### src/rtl/wash_pkg.sv
// -----------------------------------------------------------------------------
// wash_pkg
// Shared definitions for the washing-machine program sequencer:
//   - phase_t : phase encoding shown on the display (IDLE..PAUSE)
//   - MODE_*  : wash-size codes sampled when a paid program starts
//   - *_SEC   : phase durations in seconds, per mode
//   - dur()   : duration lookup for a (phase, mode) pair
// -----------------------------------------------------------------------------
package wash_pkg;

    typedef enum logic [2:0] {
        PH_IDLE  = 3'd0,
        PH_FILL  = 3'd1,
        PH_WASH  = 3'd2,
        PH_RINSE = 3'd3,
        PH_SPIN  = 3'd4,
        PH_DONE  = 3'd5,
        PH_PAUSE = 3'd6
    } phase_t;

    localparam logic [1:0] MODE_SPIN   = 2'b00;
    localparam logic [1:0] MODE_SMALL  = 2'b01;
    localparam logic [1:0] MODE_MEDIUM = 2'b10;
    localparam logic [1:0] MODE_LARGE  = 2'b11;

    localparam logic [7:0] FILL_S_SEC  = 8'd4;
    localparam logic [7:0] FILL_M_SEC  = 8'd5;
    localparam logic [7:0] FILL_L_SEC  = 8'd6;
    localparam logic [7:0] WASH_S_SEC  = 8'd6;
    localparam logic [7:0] WASH_M_SEC  = 8'd8;
    localparam logic [7:0] WASH_L_SEC  = 8'd10;
    localparam logic [7:0] RINSE_S_SEC = 8'd4;
    localparam logic [7:0] RINSE_M_SEC = 8'd5;
    localparam logic [7:0] RINSE_L_SEC = 8'd6;
    localparam logic [7:0] SPIN_S_SEC  = 8'd3;
    localparam logic [7:0] SPIN_M_SEC  = 8'd4;
    localparam logic [7:0] SPIN_L_SEC  = 8'd5;
    localparam logic [7:0] SPIN_ONLY_SEC = 8'd5;

    // Seconds to load into remain when entering phase ph under mode m.
    // Spin-only mode never visits FILL/WASH/RINSE, so those return 0.
    function automatic logic [7:0] dur(input phase_t ph, input logic [1:0] m);
        logic [7:0] d;
        d = 8'd0;
        case (ph)
            PH_FILL:  d = (m == MODE_SMALL)  ? FILL_S_SEC  :
                          (m == MODE_MEDIUM) ? FILL_M_SEC  :
                          (m == MODE_LARGE)  ? FILL_L_SEC  : 8'd0;
            PH_WASH:  d = (m == MODE_SMALL)  ? WASH_S_SEC  :
                          (m == MODE_MEDIUM) ? WASH_M_SEC  :
                          (m == MODE_LARGE)  ? WASH_L_SEC  : 8'd0;
            PH_RINSE: d = (m == MODE_SMALL)  ? RINSE_S_SEC :
                          (m == MODE_MEDIUM) ? RINSE_M_SEC :
                          (m == MODE_LARGE)  ? RINSE_L_SEC : 8'd0;
            PH_SPIN:  d = (m == MODE_SMALL)  ? SPIN_S_SEC  :
                          (m == MODE_MEDIUM) ? SPIN_M_SEC  :
                          (m == MODE_LARGE)  ? SPIN_L_SEC  : SPIN_ONLY_SEC;
            default:  d = 8'd0;
        endcase
        return d;
    endfunction

endpackage

### src/rtl/wash_sequencer_tick_gen.sv
// -----------------------------------------------------------------------------
// tick_gen
// One-second tick generator. The counter runs 0..TICK_CYCLES-1 while run=1 and
// tick is high on the cycle it sits at TICK_CYCLES-1 (then it wraps to 0).
// clr forces the count back to 0; with run=0 the count holds.
// Ports:
//   clk  : system clock
//   rst  : asynchronous active-low reset
//   run  : advance the counter this cycle
//   clr  : clear the counter (wins over run)
//   tick : one-cycle pulse per TICK_CYCLES running cycles
// -----------------------------------------------------------------------------
module tick_gen #(
    parameter int TICK_CYCLES = 100000000
) (
    input  logic clk,
    input  logic rst,
    input  logic run,
    input  logic clr,
    output logic tick
);

    localparam int CW = (TICK_CYCLES > 1) ? $clog2(TICK_CYCLES) : 1;
    localparam logic [CW-1:0] LAST = CW'(TICK_CYCLES - 1);

    logic [CW-1:0] cnt;

    assign tick = run && (cnt == LAST);

    // NOTE: sequential state uses non-blocking assignments so every flop
    // samples the pre-edge values, independent of block ordering.
    always_ff @(posedge clk or negedge rst) begin
        if (!rst) begin
            cnt <= '0;
        end else if (clr) begin
            cnt <= '0;
        end else if (run) begin
            cnt <= tick ? '0 : cnt + CW'(1);
        end
    end

endmodule

### src/rtl/wash_sequencer.sv
// -----------------------------------------------------------------------------
// wash_sequencer
// Paid wash program sequencer: FILL -> WASH -> RINSE -> SPIN -> DONE, counted
// down in 1 s ticks, with pause/resume, door interlock and completion buzzer.
// Ports:
//   clk, rst     : clock, asynchronous active-low reset
//   on           : power enable, 0 freezes every register
//   start        : payment-confirmed pulse (accepted only in IDLE, door shut)
//   pause_p      : pause/resume pulse
//   mode         : 00 spin-only, 01 small, 10 medium, 11 large
//   door_closed  : 1 = door shut
//   phase        : current phase code (wash_pkg::phase_t)
//   remain       : seconds left in the current phase
//   busy, done   : program running/paused, program finished
//   buzz_en      : completion buzzer enable
//   wt_light     : thermometer bar of remain, saturating at 8 lights
// -----------------------------------------------------------------------------
module wash_sequencer
    import wash_pkg::*;
#(
    parameter int TICK_CYCLES   = 100000000,
    parameter int DONE_BUZZ_SEC = 3
) (
    input  logic       clk,
    input  logic       rst,
    input  logic       on,
    input  logic       start,
    input  logic       pause_p,
    input  logic [1:0] mode,
    input  logic       door_closed,
    output logic [2:0] phase,
    output logic [7:0] remain,
    output logic       busy,
    output logic       done,
    output logic       buzz_en,
    output logic [7:0] wt_light
);

    localparam int BW = (DONE_BUZZ_SEC > 1) ? $clog2(DONE_BUZZ_SEC) : 1;

    phase_t        state_q, state_d, saved_q, saved_d;
    logic [1:0]    mode_q, mode_d;
    logic [7:0]    remain_d;
    logic          busy_d, done_d, buzz_d;
    logic [BW-1:0] buzz_cnt_q, buzz_cnt_d;
    logic          door_q;
    logic          tick, run, clr;
    logic          running, hold_evt, start_acc, resume;

    assign running   = (state_q == PH_FILL) || (state_q == PH_WASH) ||
                       (state_q == PH_RINSE) || (state_q == PH_SPIN);
    // An open door or a pause pulse freezes the phase; it beats a same-cycle tick.
    assign hold_evt  = running && (pause_p || !door_closed);
    assign start_acc = (state_q == PH_IDLE) && start && door_closed;
    assign resume    = (state_q == PH_PAUSE) && pause_p && door_closed;

    // Counter only advances while a phase is actually counting (or buzzing in DONE).
    assign run = on && ((running && !hold_evt) || (state_q == PH_DONE));
    assign clr = on && (start_acc || resume);

    tick_gen #(.TICK_CYCLES(TICK_CYCLES)) u_tick (
        .clk  (clk),
        .rst  (rst),
        .run  (run),
        .clr  (clr),
        .tick (tick)
    );

    always_comb begin
        // NOTE: every combinational output gets a default first, so no path
        // leaves a signal unassigned and no latch is inferred.
        state_d    = state_q;
        saved_d    = saved_q;
        mode_d     = mode_q;
        remain_d   = remain;
        buzz_d     = buzz_en;
        buzz_cnt_d = buzz_cnt_q;

        case (state_q)
            PH_IDLE: begin
                if (start_acc) begin
                    mode_d = mode;
                    if (mode == MODE_SPIN) begin
                        state_d  = PH_SPIN;
                        remain_d = dur(PH_SPIN, mode);
                    end else begin
                        state_d  = PH_FILL;
                        remain_d = dur(PH_FILL, mode);
                    end
                end
            end
            PH_FILL, PH_WASH, PH_RINSE, PH_SPIN: begin
                if (hold_evt) begin
                    state_d = PH_PAUSE;
                    saved_d = state_q;
                end else if (tick) begin
                    if (remain > 8'd1) begin
                        remain_d = remain - 8'd1;
                    end else begin
                        // Last second of the phase: step straight to the next
                        // one so remain never displays 0 while running.
                        case (state_q)
                            PH_FILL:  begin state_d = PH_WASH;  remain_d = dur(PH_WASH, mode_q);  end
                            PH_WASH:  begin state_d = PH_RINSE; remain_d = dur(PH_RINSE, mode_q); end
                            PH_RINSE: begin state_d = PH_SPIN;  remain_d = dur(PH_SPIN, mode_q);  end
                            default: begin
                                state_d    = PH_DONE;
                                remain_d   = 8'd0;
                                buzz_d     = 1'b1;
                                buzz_cnt_d = '0;
                            end
                        endcase
                    end
                end
            end
            PH_PAUSE: begin
                if (resume) begin
                    state_d = saved_q;
                end
            end
            PH_DONE: begin
                if (tick && buzz_en) begin
                    if (buzz_cnt_q == BW'(DONE_BUZZ_SEC - 1)) begin
                        buzz_d = 1'b0;
                    end else begin
                        buzz_cnt_d = buzz_cnt_q + BW'(1);
                    end
                end
                // Laundry removed (door falls), or door left open once the buzz ends.
                if (!door_closed && (door_q || !buzz_d)) begin
                    state_d = PH_IDLE;
                    buzz_d  = 1'b0;
                end
            end
            default: state_d = PH_IDLE;
        endcase

        busy_d = (state_d == PH_FILL) || (state_d == PH_WASH) || (state_d == PH_RINSE) ||
                 (state_d == PH_SPIN) || (state_d == PH_PAUSE);
        done_d = (state_d == PH_DONE);
    end

    always_ff @(posedge clk or negedge rst) begin
        if (!rst) begin
            state_q    <= PH_IDLE;
            saved_q    <= PH_IDLE;
            mode_q     <= MODE_SPIN;
            remain     <= 8'd0;
            busy       <= 1'b0;
            done       <= 1'b0;
            buzz_en    <= 1'b0;
            buzz_cnt_q <= '0;
            door_q     <= 1'b0;
        end else if (on) begin
            state_q    <= state_d;
            saved_q    <= saved_d;
            mode_q     <= mode_d;
            remain     <= remain_d;
            busy       <= busy_d;
            done       <= done_d;
            buzz_en    <= buzz_d;
            buzz_cnt_q <= buzz_cnt_d;
            door_q     <= door_closed;
        end
    end

    assign phase = state_q;

    always_comb begin
        wt_light = 8'd0;
        for (int i = 0; i < 8; i++) begin
            wt_light[i] = (remain >= 8'(i + 1));
        end
    end

endmodule

### config.mk
export PLATFORM = sky130hd
export DESIGN_NAME = wash_sequencer
export DESIGN_NICKNAME = d
export VERILOG_FILES = /design/src/rtl/wash_pkg.sv /design/src/rtl/wash_sequencer_tick_gen.sv /design/src/rtl/wash_sequencer.sv
export SDC_FILE = /design/constraint.sdc
export NUM_CORES = 1
export LEC_CHECK = 0
export ABC_AREA = 1
export CORE_MARGIN = 4
export CORE_UTILIZATION = 60
export CTS_BUF_LIST = sky130_fd_sc_hd__clkbuf_4
export CTS_CLUSTER_SIZE = 12
export DETAILED_ROUTE_END_ITERATION = 12
export GPL_TIMING_DRIVEN = 0
export PLACE_DENSITY = 0.91
export SYNTH_ARGS = -nofsm -noshare
export SYNTH_HDL_FRONTEND = slang
export SYNTH_SLANG_ARGS = --single-unit
### constraint.sdc
create_clock -name clk -period 4.5 [get_ports clk]
set_input_delay 0.9 -clock clk [delete_from_list [all_inputs] [get_ports clk]]
set_output_delay 0.9 -clock clk [all_outputs]
set_load 0.1 [all_outputs]
# Word level (Yosys, flattened, before mapping)
# Cells that the tools add are included.
totals:
  elab_cells: 134
  reg_bits: 49
op_classes:
  eq_ne: 27
  n_lt_le_gt_ge: 9
  muxes: 48
  n_reduce_logical: 37
  add_sub_neg: 3
ops:
  columns: ["cell", "count"]
  rows:
  - ["$mux W27", 3]
  - ["$mux W3", 16]
  - ["$ge A8 B3 Y1 const B", 4]
  - ["$mux W8", 4]
  - ["$add A27 B1 Y27 const B", 1]
  - ["$eq A27 B27 Y1 const B", 1]
  - ["$eq A3 B3 Y1 const B", 6]
  - ["$ge A8 B2 Y1 const B", 2]
  - ["$pmux W8 S2", 1]
  - ["$eq A3 B2 Y1 const B", 4]
  - ["$mux W2", 6]
  - ["$mux W4", 3]
  - ["$ne A2 B2 Y1 const B", 6]
  - ["$pmux W3 S4", 1]
  - ["$pmux W4 S3", 1]
  - ["$logic_and A1 B1 Y1", 11]
  - ["$logic_or A1 B1 Y1", 11]
  - ["$eq A2 B2 Y1 const B", 5]
  - ["$mux W1", 10]
  - ["$pmux W3 S3", 1]
  - ["$ge A8 B1 Y1 const B", 1]
  - ["$ge A8 B4 Y1 const B", 1]
  - ["$gt A8 B1 Y1 const B", 1]
  - ["$reduce_and A8 Y1", 1]
  - ["other kinds (16)", 23]

# Logic depth before layout (Yosys ltp)
logic_depth:
  depth_word: 23
  mapped_depth: 15
  ltp_nobuf: 15

# Hierarchy
# From an unflattened synthesis, not the netlist that was laid out.
unflattened:
  cells_unflattened: 497
  hier_area_um2: 3362.0
modules_own_cells:
  columns: ["module", "area_per_inst_um2", "cells_each", "instances", "seq_area_each_um2"]
  rows:
  - ["tick_gen", 1742.9, 259, 1, 675.6]
  - ["wash_sequencer", 1619.1, 238, 1, 550.5]

# Worst setup path before layout
# Ideal clock, no wire load.
synth_timing:
  path_type: "reg-to-output"
  from: "reg remain[0]"
  to: "out wt_light[6]"
  t_required_ps: 3600
  path_buffers: 0
  setup_slack_ps: 199
  t_arrival_ps: 3401
  stages_incl_launch_ff: 4
  path_cell_list: "dfrtp_1 -> ha_1 -> inv_1 -> o21ai_0"
synth_between:
  elab_chain_len: 1
synth_rtl:
  columns: ["element", "line", "text"]
  rows:
  - ["start, declared", "wash_sequencer.sv:32", "output logic [7:0] remain,"]
  - ["start signal, assigned", "wash_sequencer.sv:158", "remain <= remain_d;"]
  - ["$ge A8 B3 Y1", "wash_sequencer.sv:172", "wt_light[i] = (remain >= 8'(i + 1));"]
  - ["end, declared", "wash_sequencer.sv:36", "output logic [7:0] wt_light"]
# Every way passes these cells.

# Final worst setup path
layout_timing:
  from: "reg remain[0]"
  to: "out wt_light[4]"
# Same word-level chain as after synthesis.

==> flow_summary.yaml <==
finish:
  nNetsFinal: 505
  layout-drive-gt1-share: 0.0794
  final_common_cell: "nand2_1"
  fill_cells: 421
  layout_common_cells: "nand2_1, inv_1, nor2_1"
  antenna_cells: 0
  syn2layout_area_growth_pct: 14.6
synthesis:
  synthesis.nets: 468
  synth.distinct_cells: 42
  syn_area_per_cell_sq_um: 7.13
  ys_seq_elements: 49
  yosysSeqAreaShare: 0.379
  ys_warn_count: 0
  synth_cells: 453
  syn_area_sq_mm: 0.00323
die:
  dieHeight_microns: 81.4
  fp.dieW_microns: 81.4
  coreArea_sq_mm: 0.00517
  dieArea_sq_mm: 0.00662
  core.rowCount: 26
  io_pins: 30
  initial_core_util: 0.625
placed_design:
  gp_congestion: 0.921
  port_buffers: 29
  hpwlAfterDp_microns: 5940
  pre_cts_slack_ns: 1.41
clock_network:
  cts_made_buffers: 5
  path_clk_slew_ns: 0.15
  postCtsResizedCells: 0
  cts-hold-fix-buffers: 0
  clk_path_buf_depth: 2
  tritoncts: "built"
  cts_num_sinks: 49
  htreeDepth: 2
  clock_latency_ns: 0.38
  root_buffer: "clkbuf_4"
  post_cts_buffers: 0
power:
  p_per_area_mw_per_mm2: 720
  cellLeakagePower_nw: 1.67
  vdd_drop_max_v: 0.00103
sta:
  period_needed_ns: 3.49
  hold_viol_final: 0
  timing.final.crit_share: 0.775
  fin_skew_ns: 0.0187
  max_freq_ghz: 0.287
  report.final.setup_viol: 0
  finalMaxSlewViolations: 0
  worstMarginPinSlew_ns: 0.987
  rsz0062_at_grt: "false"
  max_slew_margin: 0.340
  layout_setup_ws_ns: 1.01
  finalSetupTns_ns: 0
setup_path:
  start_kind: "register"
  path_delay_family: "buffers and inverters"
  r2r-end: "remain[4]$_DFFE_PN0P_"
  slowest_delay_ns: 1.15
  cp_max_fo: 6
  crit_path_end: "wt_light[4]"
  crit_top_cell: "inv_1"
  r2r_slack_ns: 2.08
  required_ns: 3.60
  critical_path_buf_inv_count: 3
  crit_start: "remain[0]$_DFFE_PN0P_"
  crit_chain: "inv_1, ha_1, inv_1, nand2_1, o211ai_1, clkdlybuf4s50_1"
  slowest_stage: "clkdlybuf4s50_1"
  crit-reg2reg-launch: "u_tick.cnt[0]$_DFFE_PN0P_"
  critPathArrivalTime_ns: 2.59
  crit_type: "register to output port"
  cp-end-kind: "output port"
  crit_cells: 6
  reg2regPathDepth: 11
global_routing:
  grt_usage: 0.256
  grt_max_degree: 29
  grt_antenna_before_repair: 0
  overflow: 0
  grt_pass1_wl_microns: 13300
  grt_pass1_vias: 3036
worst_hold_path:
  hold_path.class: "input pin to asynchronous set/reset pin"
detailed_routing:
  wirelength_microns: 7710
  via_count: 3170
  avgViaCountPerCell: 5.65
  dr.first_iter.drc_count: 182
  post_drt_wl_per_cell_microns: 13.7
  drtPass1Iterations: 5
  drc_errors: 0
  final_antenna_net_count: 0
outcome:
  status: "complete, no violations"
job:
  cap_violations: 0
[worst min path at each step]
stage          cells after the start                   start                        end  slack (ns)
2_1_floorplan                      2  saved_q[2]$_DFFE_PN0P_     saved_q[2]$_DFFE_PN0P_        0.45
3_3_place_gp                       2  saved_q[2]$_DFFE_PN0P_     saved_q[2]$_DFFE_PN0P_        0.47
3_5_place_dp                       2        busy$_DFFE_PN0P_           busy$_DFFE_PN0P_        0.47
4_1_cts                            1                     rst  u_tick.cnt[9]$_DFFE_PN0P_        0.49
5_1_grt                            1                     rst  u_tick.cnt[9]$_DFFE_PN0P_        0.50
6_report                           1                     rst  u_tick.cnt[9]$_DFFE_PN0P_        0.47
[flip-flops by register name (all words and copies together), names as in the netlist]
register	count
mode_q	2
u_tick.cnt	27
buzz_cnt_q	2
busy	1
saved_q	3
phase	3
buzz_en	1
done	1
door_q	1
remain	8
[cells in the mapped netlist (all sizes together)]
| cell type | number | area share |
|---|---|---|
| a211oi | 2 | 0.0046 |
| a21boi | 1 | 0.0023 |
| a21oi | 20 | 0.036 |
| a221oi | 1 | 0.0027 |
| a22oi | 1 | 0.0023 |
| a31oi | 3 | 0.0058 |
| and2 | 1 | 0.0019 |
| buf | 6 | 0.011 |
| clkbuf | 2 | 0.0023 |
| dfrtp | 49 | 0.38 |
| ha | 7 | 0.027 |
| inv | 70 | 0.081 |
| nand2 | 96 | 0.12 |
| nand3 | 27 | 0.043 |
| nand3b | 1 | 0.0023 |
| nand4 | 13 | 0.025 |
| nor2 | 58 | 0.077 |
| nor3 | 22 | 0.037 |
| nor3b | 4 | 0.0093 |
| nor4 | 5 | 0.012 |
| o211ai | 1 | 0.0023 |
| o21a | 2 | 0.0046 |
| o21ai | 42 | 0.067 |
| o221ai | 1 | 0.0027 |
| o22ai | 3 | 0.0058 |
| o31ai | 3 | 0.0070 |
| or2 | 2 | 0.0039 |
| xnor2 | 2 | 0.0054 |
| xor2 | 8 | 0.022 |
[stage by stage]
stage	util	std cells	area, sq um	power, W	hold slack [ns]
5_1_grt	0.716	561	3700	0.00284	0.496
3_3_place_gp	0.698	552	3610	0.00236	0.466
2_1_floorplan	-	453	3230	0.00200	0.448
6_report	0.716	561	3700	0.00267	0.468
4_1_cts	0.716	561	3700	0.00267	0.490
3_5_place_dp	0.701	553	3620	0.00240	0.469
[power breakdown]
group | switching (W) | internal [W]
Combinational | 0.00126 | 0.000415
Clock | 0.000141 | 0.000122
Sequential | 0.000149 | 0.000580
[kinds of logic (layout without fill, tap and decap cells)]
| logic type | count (synthesis) | after routing | share of synthesized area |
|---|---|---|---|
| buf+inv | 78 | 116 | 0.0948 |
| xor+xnor | 10 | 10 | 0.0271 |
| simple gates | 229 | 229 | 0.328 |
| compound gates | 80 | 80 | 0.143 |
| fa+ha+maj | 7 | 7 | 0.0271 |
| flops | 49 | 49 | 0.379 |
[layout make-up]
| cell class | count | area (sq um) | share of cell area |
|---|---|---|---|
| Multi-Input combinational cell | 326 | 1700 | 0.459 |
| Sequential cell | 49 | 1230 | 0.331 |
| Timing Repair Buffer | 30 | 305 | 0.0824 |
| Inverter | 70 | 263 | 0.0709 |
| Tap cell | 70 | 87.6 | 0.0236 |
| Clock buffer | 6 | 45.0 | 0.0122 |
| Buffer | 8 | 43.8 | 0.0118 |
| Clock inverter | 2 | 33.8 | 0.00912 |
[per-layer routing]
metal  GRT usage  up-vias  wire length (microns)
met5           0        -                      0
met3      0.0410       24                    385
met4      0.0895        0                    174
li1            -     1561                      -
met1       0.321     1469                   3310
met2       0.442      116                   3840
Note: power is estimated with default switching activity, not from simulation.
